**src/rtl/systolic_skew_feeder.sv**
```systemverilog
// Row-buffered operand feeder that streams a DIM x DIM tile into a systolic array with
// a one-cycle-per-lane diagonal skew. Optional stall input enabled by SKEW_FEEDER_STALL_EN.
module systolic_skew_feeder #(
  parameter int DIM     = 8,
  parameter int BITS_AB = 8
) (
  input  logic                       clk,
  input  logic                       rst_n,
  input  logic                       WrEn,
  input  logic [$clog2(DIM)-1:0]     WrRow,
  input  logic [DIM*BITS_AB-1:0]     WrData,
  input  logic                       start,
`ifdef SKEW_FEEDER_STALL_EN
  input  logic                       stall,
`endif
  output logic                       busy,
  output logic                       done,
  output logic                       wr_err,
  output logic                       en_out,
  output logic [DIM*BITS_AB-1:0]     Aout
);

  localparam int RW = $clog2(DIM);
  localparam int CW = $clog2(2*DIM);
  localparam int W  = DIM*BITS_AB;
  localparam logic [CW-1:0] LAST = CW'(2*DIM-2);

  localparam logic [0:0] IDLE   = 1'b0;
  localparam logic [0:0] STREAM = 1'b1;

  logic [0:0]    state_q, state_d;
  logic [CW-1:0] cnt_q, cnt_d;
  logic          busy_q, busy_d;
  logic          done_q, done_d;
  logic          wr_err_q, wr_err_d;
  logic          en_q, en_d;
  logic [W-1:0]  aout_q, aout_d;
  logic [W-1:0]  lanes_next;
  logic [W-1:0]  buf_q [DIM];
  logic [W-1:0]  buf_d [DIM];
  logic          stall_w;
  logic          emit;
  logic          hold;
  logic          wr_ok;

`ifdef SKEW_FEEDER_STALL_EN
  assign stall_w = stall;
`else
  assign stall_w = 1'b0;
`endif

  assign wr_ok = WrEn && (state_q == IDLE);

  // buf_d is the post-write buffer, so a start coinciding with a write streams the new row.
  generate
    for (genvar gi = 0; gi < DIM; gi++) begin : g_row
      assign buf_d[gi] = (wr_ok && (WrRow == RW'(gi))) ? WrData : buf_q[gi];
    end
  endgenerate

  always_comb begin
    state_d  = state_q;
    cnt_d    = cnt_q;
    busy_d   = 1'b0;
    en_d     = 1'b0;
    done_d   = 1'b0;
    emit     = 1'b0;
    hold     = 1'b0;
    wr_err_d = WrEn && (state_q == STREAM);
    case (state_q)
      IDLE: begin
        if (start) begin
          state_d = STREAM;
          cnt_d   = '0;
          busy_d  = 1'b1;
          en_d    = 1'b1;
          emit    = 1'b1;
        end
      end
      default: begin
        if (stall_w) begin
          busy_d = 1'b1;
          hold   = 1'b1;
        end else if (cnt_q == LAST) begin
          state_d = IDLE;
          cnt_d   = '0;
          done_d  = 1'b1;
        end else begin
          cnt_d  = cnt_q + 1'b1;
          busy_d = 1'b1;
          en_d   = 1'b1;
          emit   = 1'b1;
        end
      end
    endcase
  end

  // Lane r shows column (t - r) of row r; diagonals outside the tile read as zero.
  always_comb begin
    lanes_next = '0;
    for (int r = 0; r < DIM; r++) begin
      for (int c = 0; c < DIM; c++) begin
        if (cnt_d == CW'(r + c)) begin
          lanes_next[r*BITS_AB +: BITS_AB] = buf_d[r][c*BITS_AB +: BITS_AB];
        end
      end
    end
  end

  always_comb begin
    aout_d = '0;
    if (hold) begin
      aout_d = aout_q;
    end else if (emit) begin
      aout_d = lanes_next;
    end
  end

  always_ff @(posedge clk or negedge rst_n) begin
    if (!rst_n) begin
      state_q  <= IDLE;
      cnt_q    <= '0;
      busy_q   <= 1'b0;
      done_q   <= 1'b0;
      wr_err_q <= 1'b0;
      en_q     <= 1'b0;
      aout_q   <= '0;
      for (int i = 0; i < DIM; i++) begin
        buf_q[i] <= '0;
      end
    end else begin
      state_q  <= state_d;
      cnt_q    <= cnt_d;
      busy_q   <= busy_d;
      done_q   <= done_d;
      wr_err_q <= wr_err_d;
      en_q     <= en_d;
      aout_q   <= aout_d;
      for (int i = 0; i < DIM; i++) begin
        buf_q[i] <= buf_d[i];
      end
    end
  end

  assign busy   = busy_q;
  assign done   = done_q;
  assign wr_err = wr_err_q;
  assign en_out = en_q;
  assign Aout   = aout_q;

endmodule

```
**config.mk**
```make
export PLATFORM = sky130hd
export DESIGN_NAME = systolic_skew_feeder
export DESIGN_NICKNAME = d
export VERILOG_FILES = /design/src/rtl/systolic_skew_feeder.sv
export SDC_FILE = /design/constraint.sdc
export NUM_CORES = 1
export LEC_CHECK = 0
export CORE_MARGIN = 2
export CORE_UTILIZATION = 35
export CTS_CLUSTER_DIAMETER = 100
export DETAILED_ROUTE_END_ITERATION = 12
export PLACE_DENSITY_LB_ADDON = 0.1
export SYNTH_ARGS = -nofsm -noshare
export SYNTH_HDL_FRONTEND = slang
export SYNTH_SLANG_ARGS = --single-unit
```
**constraint.sdc**
```tcl
create_clock -name clk -period 3.45 [get_ports clk]
set_input_delay 0.5175 -clock clk [delete_from_list [all_inputs] [get_ports clk]]
set_output_delay 0.5175 -clock clk [all_outputs]
set_load 0.1 [all_outputs]
```
==> key figures, run 1 <==
Routing
  – DR vias/cell: 5.72
  – Avg WL per Cell: 32.1 um
  – WL final: 98,900 um
  – Post-route ant nets: 0
  – First-pass DRT Iterations: 7
  – DRC: 0
  – Vias: 17,623
  – Drt first-iter violations: 1,662

Floorplan
  – Die ar.: 73,200 um^2
  – I/O Pins: 139
  – Die Wd: approximately 270 um
  – Initial Utilization: 0.354
  – Total core area: 70,100 um^2
  – Row count: 97
  – Die Height: 271 um

Clock network
  – CTS tree: yes
  – Clk_lat worst skew: 620 ps
  – CTS buffer count: 68
  – CTS Sinks: 583
  – Clock tree root buffer cell: clkbuf_16
  – Clock Path Buffers: 3
  – Resized cells post-CTS: 0
  – Worst-path clk slew: 60 ps
  – H-tree level count: 3
  – Post-CTS setup buffer count: 0

Critical path
  – FF-to-FF setup slack: between 200 and 300 ps
  – Max incr delay on CP: about 800 ps
  – Crit-path cells: nor3b_2 > o211ai_1 > buf_4 > buf_12 > o21a_1 > a221oi_1 > o21ai_0 > buf_4
  – CP Depth: 8
  – CP endpoint: Aout[47]$_DFF_PN0_
  – FF-to-FF path depth: 8
  – Req. time, crit path: 3950 ps
  – CP startpoint kind: register
  – Crit Path Category: register to register
  – Crit path max fanout: 31
  – Critical-path top delay cell: dfrtp_1
  – CP most frequent cell: buf_4
  – Worst R2R End: Aout[47]$_DFF_PN0_
  – Endpoint type of the worst setup path: register
  – Critical path buffers and inverters: 3
  – Critical path's top delay family: compound AO/OA/AOI/OAI gates
  – Reg-to-Reg Start: cnt_q[0]$_DFF_PN0_
  – Worst Path Arrival: 3690 ps
  – Crit path from: cnt_q[0]$_DFF_PN0_

Final layout
  – Final net count: 2,158
  – P&R area growth vs syn: 24.7%
  – Layout cells sized above 1: 0.371

Global routing
  – GR Util All Layers: 0.272
  – First-pass GRT wire length: 141,000 um
  – Initial antenna violation count: 16
  – Largest net degree at the start of global routing: 84
  – Number of global-route vias before repair: 18,205
  – Gr ovfl total: 0

STA
  – Setup ws final: approximately 250 ps
  – Final setup fails: 0
  – Fmax achieved: 313 MHz
  – Least-Margin Pin Slew: 1060 ps
  – Final slew viol count: 0
  – Tmin final: roughly 3200 ps
  – Hold_ws: 482 ps
  – Clk_skew: 15.7 ps
  – Final period utilization: 0.926
  – Worst slew margin: 0.289
  – Fin. Hold Viols: 0
  – RSZ-0062 raised after global routing: false

Logic synthesis
  – EDFF count, synth: 0
  – Post-synthesis sequential area ratio: 0.587
  – Syn_nets: between 1,500 and 2,000
  – Mapped Cells: 1,833
  – Mapped cell area: 24,900 um^2
  – Syn avg cell area: 13.6 um^2
  – Yosys warning count: 0
  – Asr flop ratio synth: 1.00
  – Yosys reg bits: 583
  – Most used DFF post-synth: dfrtp_1
  – Post-synth cell types: 74

Placement
  – Worst slack, placed: -112 ps
  – Final GP Congestion: roughly 0.84
  – IO buf count: 138
  – HPWL after DPL: 66,600 um

Power
  – Pwr per Cell Area: 864 nW/um^2
  – Peak VDD IR: 360 uV
  – P_leak: approximately 15 nW

Flow run
  – Maxcap violations: 0

Hold path
  – Hold WC Path Type: register to register

Outcome
  – Status: finished clean
## cell type report
cell class,count,area [um^2]
Timing Repair Buffer,316,3110
Tap cell,940,1180
Fill cell,6491,39200
Clock buffer,104,2060
Clock inverter,19,255
Inverter,48,180
Multi-Input combinational cell,1070,9620
Antenna cell,2,5.00
Sequential cell,583,14600
## worst register-to-register path, stage by stage (launching register included)
cell	delay, ps
dfrtp_1	800
nor3b_2	440
o211ai_1	240
buf_4	230
buf_12	190
o21a_1	210
a221oi_1	420
o21ai_0	320
buf_4	240
## routing by layer
metal,vias to the layer above,wire [um],global-route usage
met2,618,45000,0.419
met3,123,6060,0.0430
met1,9536,44800,0.391
met4,0,3070,0.0874
li1,7346,-,-
met5,-,0,0
## synthesized netlist by cell type (all sizes together) (3+ instances only)
library cell	instances	area (um^2)
a211oi	4	35.0
a21boi	4	30.0
a21o	14	105
a21oi	49	249
a221oi	15	131
a222oi	10	100
a22o	32	280
a22oi	53	398
a31o	4	35.0
a31oi	25	156
a32oi	7	61.3
a41oi	3	26.3
and2	11	68.8
and3	4	25.0
buf	66	347
clkbuf	66	248
dfrtp	583	14600
inv	46	173
mux2	455	5140
mux2i	42	420
nand2	40	153
nand2b	6	37.5
nand3	15	75.1
nand3b	4	30.0
nand4	14	87.6
nor2	31	119
nor2b	6	37.5
nor3	9	61.3
nor3b	9	77.6
nor4	8	50.1
o2111ai	8	70.1
o211ai	6	50.1
o21a	8	60.1
o21ai	42	210
o221a	10	113
o221ai	43	377
o22a	15	131
o22ai	20	125
o31a	5	43.8
o31ai	8	60.1
or2	6	37.5
or3	4	25.0
## metrics by stage
stage	setup TNS, ps	instance area (um^2)	util	power (mW)	std cells
6_report	0	31000	0.442	26.8	3082
5_1_grt	0	31000	0.442	27.9	3081
4_1_cts	0	31000	0.442	26.9	3080
3_5_place_dp	-112	28700	0.409	19.3	2956
3_3_place_gp	-115	28700	0.409	19.2	2956
2_1_floorplan	0	24900	-	15.2	1833
## timing repair
action	4_1_cts	5_1_grt
hold endpoints to repair	62	0
setup endpoints to repair	0	0
hold buffers	1	0
## worst min-delay path by stage
stage / start / to / depth (start not counted)
2_1_floorplan: rst_n / Aout[0]$_DFF_PN0_ / 0
3_3_place_gp: buf_q[70]$_DFF_PN0_ / buf_q[70]$_DFF_PN0_ / 2
3_5_place_dp: buf_q[65]$_DFF_PN0_ / buf_q[65]$_DFF_PN0_ / 2
4_1_cts: buf_q[65]$_DFF_PN0_ / buf_q[65]$_DFF_PN0_ / 2
5_1_grt: buf_q[188]$_DFF_PN0_ / buf_q[188]$_DFF_PN0_ / 1
6_report: buf_q[75]$_DFF_PN0_ / buf_q[75]$_DFF_PN0_ / 2
## cell usage in the layout, fill, tap and decap left out, drive strengths merged, types with 11 or more instances in the layout
cell / synthesis / routed
nand4: 14 / 14
dfrtp: 583 / 583
mux2i: 42 / 42
inv: 46 / 51
nor2: 31 / 31
buf: 66 / 188
a31oi: 25 / 25
nand3: 15 / 15
o22a: 15 / 15
clkbuf: 66 / 104
a21oi: 49 / 49
o22ai: 20 / 20
a22o: 32 / 32
clkdlybuf4s50: 0 / 127
o21ai: 42 / 42
a21o: 14 / 14
a22oi: 53 / 53
and2: 11 / 11
mux2: 455 / 455
a221oi: 15 / 15
nand2: 40 / 40
o221ai: 43 / 43
## logic make-up after synthesis
family          share of synthesized area
simple gates                       0.0391
compound gates                      0.119
flops                               0.587
xor+xnor                         0.000352
mux                                 0.224
buf+inv                            0.0311
## sequential cells by signal (all words and copies together) (netlist names)
name / cells
buf_q: 512
Aout: 64
cnt_q: 4
done: 1
en_out: 1
wr_err: 1
## report_power, final
part	internal, mW	total (mW)	switching (mW)
clock	4.51	7.50	2.99
combinational	3.49	9.71	6.22
sequential	8.85	9.56	0.708
Power figures use the tool's default switching activity.
==> run 2, diff against run 1 <==
- SKIP_CTS_REPAIR_TIMING: not set -> 1
==> run 2 against run 1 <==
Net effect: via count unchanged; final area unchanged; critical path depth unchanged; clock skew unchanged; core utilization unchanged; largest power group unchanged.
==> key figures, run 2 (synthesized netlist as in run 1, its figures left out) <==
Power
  – Switching part of the total: 0.371
  – Combinational power share: 0.363
  – Internal power: 16.8 mW
  – Flop pwr share: 0.357
  – Pwr per Cell Area: 864 nW/um^2
  – Peak VDD IR: 360 uV
  – Design Power: 26.8 mW
  – Sw Pwr: 9.92 mW
  – P_leak: 14.7 nW
  – Clock Power Share: 0.280

Routing
  – First-pass DRT Iterations: 7
  – Vias: 17,623
  – Highest metal used: met4
  – Avg WL per Cell: 32.1 um
  – Wl on met1: around 45,000 um
  – Post-route ant nets: 0
  – Drt first-iter violations: 1,662
  – DRC: 0
  – WL final: 98,900 um
  – WL met3: 6060 um
  – DR vias/cell: 5.72
  – DR WL met2: 45,000 um

Critical path
  – CP most frequent cell: buf_4
  – Crit-path cells: nor3b_2 > o211ai_1 > buf_4 > buf_12 > o21a_1 > a221oi_1 > o21ai_0 > buf_4
  – Req. time, crit path: 3950 ps
  – Crit path max fanout: 31
  – Critical-path top delay cell: dfrtp_1
  – Endpoint type of the worst setup path: register
  – Critical path's top delay family: compound AO/OA/AOI/OAI gates
  – Crit Path Category: register to register
  – Critical path buffers and inverters: 3
  – CP startpoint kind: register
  – Worst Path Arrival: 3690 ps
  – Max incr delay on CP: 800 ps

Global routing
  – GR Util All Layers: 0.272
  – Largest net degree at the start of global routing: 84
  – Initial antenna violation count: 16
  – Gr ovfl total: 0
  – First-pass GRT wire length: 141,000 um
  – Number of global-route vias before repair: 18,203

Floorplan
  – Row count: 97
  – Die Height: 271 um
  – Initial Utilization: 0.354
  – Die ar.: 73,200 um^2
  – I/O Pins: 139
  – Die Wd: 271 um
  – Total core area: 70,100 um^2

Placement
  – IO buf count: approximately 140
  – Final GP Congestion: 0.841
  – HPWL after DPL: 66,600 um

Clock network
  – CTS buffer count: a little under 70
  – CTS tree: yes
  – CTS Sinks: 583
  – Clock Path Buffers: 3
  – Clk_lat worst skew: 620 ps
  – Clock tree root buffer cell: clkbuf_16
  – H-tree level count: 3
  – Worst-path clk slew: 60 ps

STA
  – Final setup fails: 0
  – Worst slew margin: 0.289
  – Final period utilization: 0.926
  – RSZ-0062 raised after global routing: false
  – Fmax achieved: 313 MHz
  – Final slew viol count: 0
  – Fin. Hold Viols: 0
  – Hold_ws: 482 ps
  – Clk_skew: 15.7 ps
  – Least-Margin Pin Slew: between 1000 and 1500 ps
  – Tmin final: 3200 ps

Final layout
  – Reg with most FFs: buf_q
  – Most frequent cells in the layout: 583 x dfrtp_1, 451 x mux2_2, 154 x buf_4
  – Commonest non-fill, non-tap cell in the layout: dfrtp_1
  – Max FFs per register: 512
  – Layout cells sized above 1: 0.371
  – P&R area growth vs syn: 24.7%
  – Final net count: 2,158

Hold path
  – Hold WC Path Type: register to register

Flow run
  – Maxcap violations: 0

Outcome
  – Status: finished clean
## run 2: final timing paths
kind | end | startpoint | slack (ps) | depth (start not counted)
worst max register to register | Aout[47]$_DFF_PN0_ | cnt_q[0]$_DFF_PN0_ | 250 | 8
min in group asynchronous | buf_q[484]$_DFF_PN0_ | rst_n | 540 | 2
max in group asynchronous | buf_q[254]$_DFF_PN0_ | rst_n | 1920 | 3
worst min register to register | buf_q[75]$_DFF_PN0_ | buf_q[75]$_DFF_PN0_ | 480 | 2
worst min-delay path | buf_q[75]$_DFF_PN0_ | buf_q[75]$_DFF_PN0_ | 480 | 2
worst max-delay path | Aout[47]$_DFF_PN0_ | cnt_q[0]$_DFF_PN0_ | 250 | 8
## run 2: metrics by stage
step	cells	worst slack [ps]	utilization	instance area (um^2)	TNS, ps
6_report	3082	254	0.442	31000	0
5_1_grt	3081	78.9	0.442	31000	0
4_1_cts	3079	278	0.442	31000	0
3_5_place_dp	2956	-112	0.409	28700	-112
3_3_place_gp	2956	-115	0.409	28700	-115
2_1_floorplan	1833	575	-	24900	0
## run 2: metal layers
metal | vias up | global-route usage
li1 | 7346 | -
met1 | 9536 | 0.391
met2 | 618 | 0.419
met3 | 123 | 0.0430
met4 | 0 | 0.0874
met5 | - | 0
## run 2: cell type report
class,instances,area [um^2]
antenna,2,5.00
fill,6492,39200
tap,940,1180
inverter,48,180
sequential,583,14600
clock buffer,104,2060
multi-input combinational,1070,9620
clock inverter,19,255
timing repair buffer,316,3110
## run 2: worst min-delay path, cell delays in order, from the launching register on
cell and delay [ps]:
dfrtp_1 320, mux2i_1 80, inv_1 50
## run 2: power groups by stage
stage / Combinational (mW) / Sequential, mW / Clock (mW)
finish: 9.71 / 9.56 / 7.50
global route: 10.2 / 9.76 / 7.94
CTS: 9.67 / 9.59 / 7.64
detailed placement: 9.64 / 9.71 / 0
global placement: 9.56 / 9.64 / 0
floorplan: 4.13 / 11.0 / 0
==> run 3, diff against run 2 <==
- HOLD_SLACK_MARGIN: not set -> 0.02
- SLEW_MARGIN: not set -> 20
- clock period: 3.45 -> 2.8 ns (I/O delays scaled with it)
==> run 3 against run 2 <==
Net effect: clock power up 21%; sequential power up 22%; register-to-register slack worse by 200 ps; maximum frequency up 16%; core utilization up 3.0 points; highest routed layer is now met5; critical path type unchanged; combinational power up 38%.
==> key figures, run 3 (synthesized netlist as in run 1, its figures left out) <==
STA
  – RSZ-0062 raised after global routing: true
  – Setup ws final: ~52 ps
  – Final setup fails: 0
  – Final period utilization: 0.981
  – Fin. Hold Viols: 0
  – Setup TNS: 0 ps
  – Tmin final: about 2700 ps
  – Fmax achieved: 364 MHz
  – Final slew viol count: 0
  – Least-Margin Pin Slew: 796 ps
  – Clk_skew: around 36 ps
  – Worst slew margin: 0.467
  – Hold_ws: 345 ps

Critical path
  – Crit path max fanout: 11
  – Critical path buffers and inverters: 2
  – Req. time, crit path: 3280 ps
  – Endpoint type of the worst setup path: register
  – Critical path's top delay family: simple AND/OR/NAND/NOR gates
  – Crit-path cells: or3b_4 > or3_4 > buf_4 > buf_4 > mux2_2 > a222oi_1 > a31oi_1
  – CP most frequent cell: buf_4
  – Worst Path Arrival: 3230 ps
  – Max incr delay on CP: 540 ps
  – CP startpoint kind: register
  – Critical-path top delay cell: dfrtp_4
  – Crit Path Category: register to register

Clock network
  – Clk_lat worst skew: 620 ps
  – CTS buffer count: 66
  – CTS Sinks: 583
  – H-tree level count: 3
  – Worst-path clk slew: 60 ps
  – Clock Path Buffers: 3
  – CTS tree: yes
  – Clock tree root buffer cell: clkbuf_16

Routing
  – DRC: 0
  – First-pass DRT Iterations: 7
  – DR vias/cell: 5.56
  – WL final: ~100,000 um
  – Drt first-iter violations: 1,586
  – Vias: around 18,000
  – Avg WL per Cell: 30.4 um
  – Post-route ant nets: 0

Power
  – P_leak: about 16 nW
  – Pwr per Cell Area: 1030 nW/um^2
  – Design Power: 34.2 mW
  – Peak VDD IR: 565 uV

Global routing
  – Number of global-route vias before repair: about 19,000
  – Initial antenna violation count: 15
  – GR Util All Layers: 0.273
  – Largest net degree at the start of global routing: 81
  – First-pass GRT wire length: 143,000 um
  – Gr ovfl total: 0

Floorplan
  – Total core area: 70,100 um^2
  – Row count: just under 100
  – Die Height: 271 um
  – Die Wd: 271 um
  – Initial Utilization: 0.354
  – Die ar.: 73,200 um^2
  – I/O Pins: 139

Final layout
  – Most frequent cells in the layout: 581 x dfrtp_1, 451 x mux2_2, 402 x buf_4
  – Reg with most FFs: buf_q
  – Final net count: 2,382
  – Layout cells sized above 1: 0.469
  – Max FFs per register: 512
  – Post-layout util: 0.472
  – Non-filler instance count after layout: 3,299
  – Final instance area: 33,100 um^2
  – Commonest non-fill, non-tap cell in the layout: dfrtp_1
  – P&R area growth vs syn: 33.2%

Placement
  – HPWL after DPL: 72,400 um
  – Worst slack, placed: -641 ps
  – Final GP Congestion: 0.857
  – DP Area: about 30,000 um^2
  – IO buf count: 138
  – Placed Cells: 3,168

Hold path
  – Hold WC Path Type: input port to asynchronous set/reset pin

Flow run
  – Maxcap violations: 0

Outcome
  – Status: finished clean
==> run 3: cell count changes in the layout (fill, tap and decap cells not counted), sizes merged, moves of 2 or more <==
cell / change
clkdlybuf4s50: -58
buf: +282
inv: -2
clkinv: +4
clkbuf: -7
==> run 3: area by class of cell <==
type	count	area (um^2)
inverter	48	180
clock buffer	95	2000
fill	6358	37000
antenna	1	2.50
tap	940	1180
sequential	583	14600
clock inverter	20	272
multi-input combinational	1070	9810
timing repair buffer	542	5090
==> run 3: power by group <==
part	internal, mW	total, mW	switching [mW]	leakage, nW
combinational	5.20	13.4	8.16	7.12
clock	5.45	9.11	3.66	1.13
sequential	10.9	11.7	0.816	7.83
total	21.6	34.2	12.6	16.1
==> run 3: path summary, 6_finish.rpt <==
| check | end | cells past startpoint | slack, ps | from |
|---|---|---|---|---|
| max in group asynchronous | Aout[58]$_DFF_PN0_ | 3 | 1540 | rst_n |
| hold reg to reg | buf_q[131]$_DFF_PN0_ | 2 | 480 | buf_q[131]$_DFF_PN0_ |
| setup / recovery | Aout[13]$_DFF_PN0_ | 7 | 50 | en_out$_DFF_PN0_ |
| hold / removal | buf_q[450]$_DFF_PN0_ | 2 | 340 | rst_n |
| setup reg to reg | Aout[13]$_DFF_PN0_ | 7 | 50 | en_out$_DFF_PN0_ |
| min in group clk | wr_err$_DFF_PN0_ | 2 | 460 | WrEn |
==> run 3: layer usage <==
layer  routed length (um)  track usage
met4                 2680       0.0711
met5                   46            0
met2                45700        0.422
met1                46300        0.394
met3                 5660       0.0505
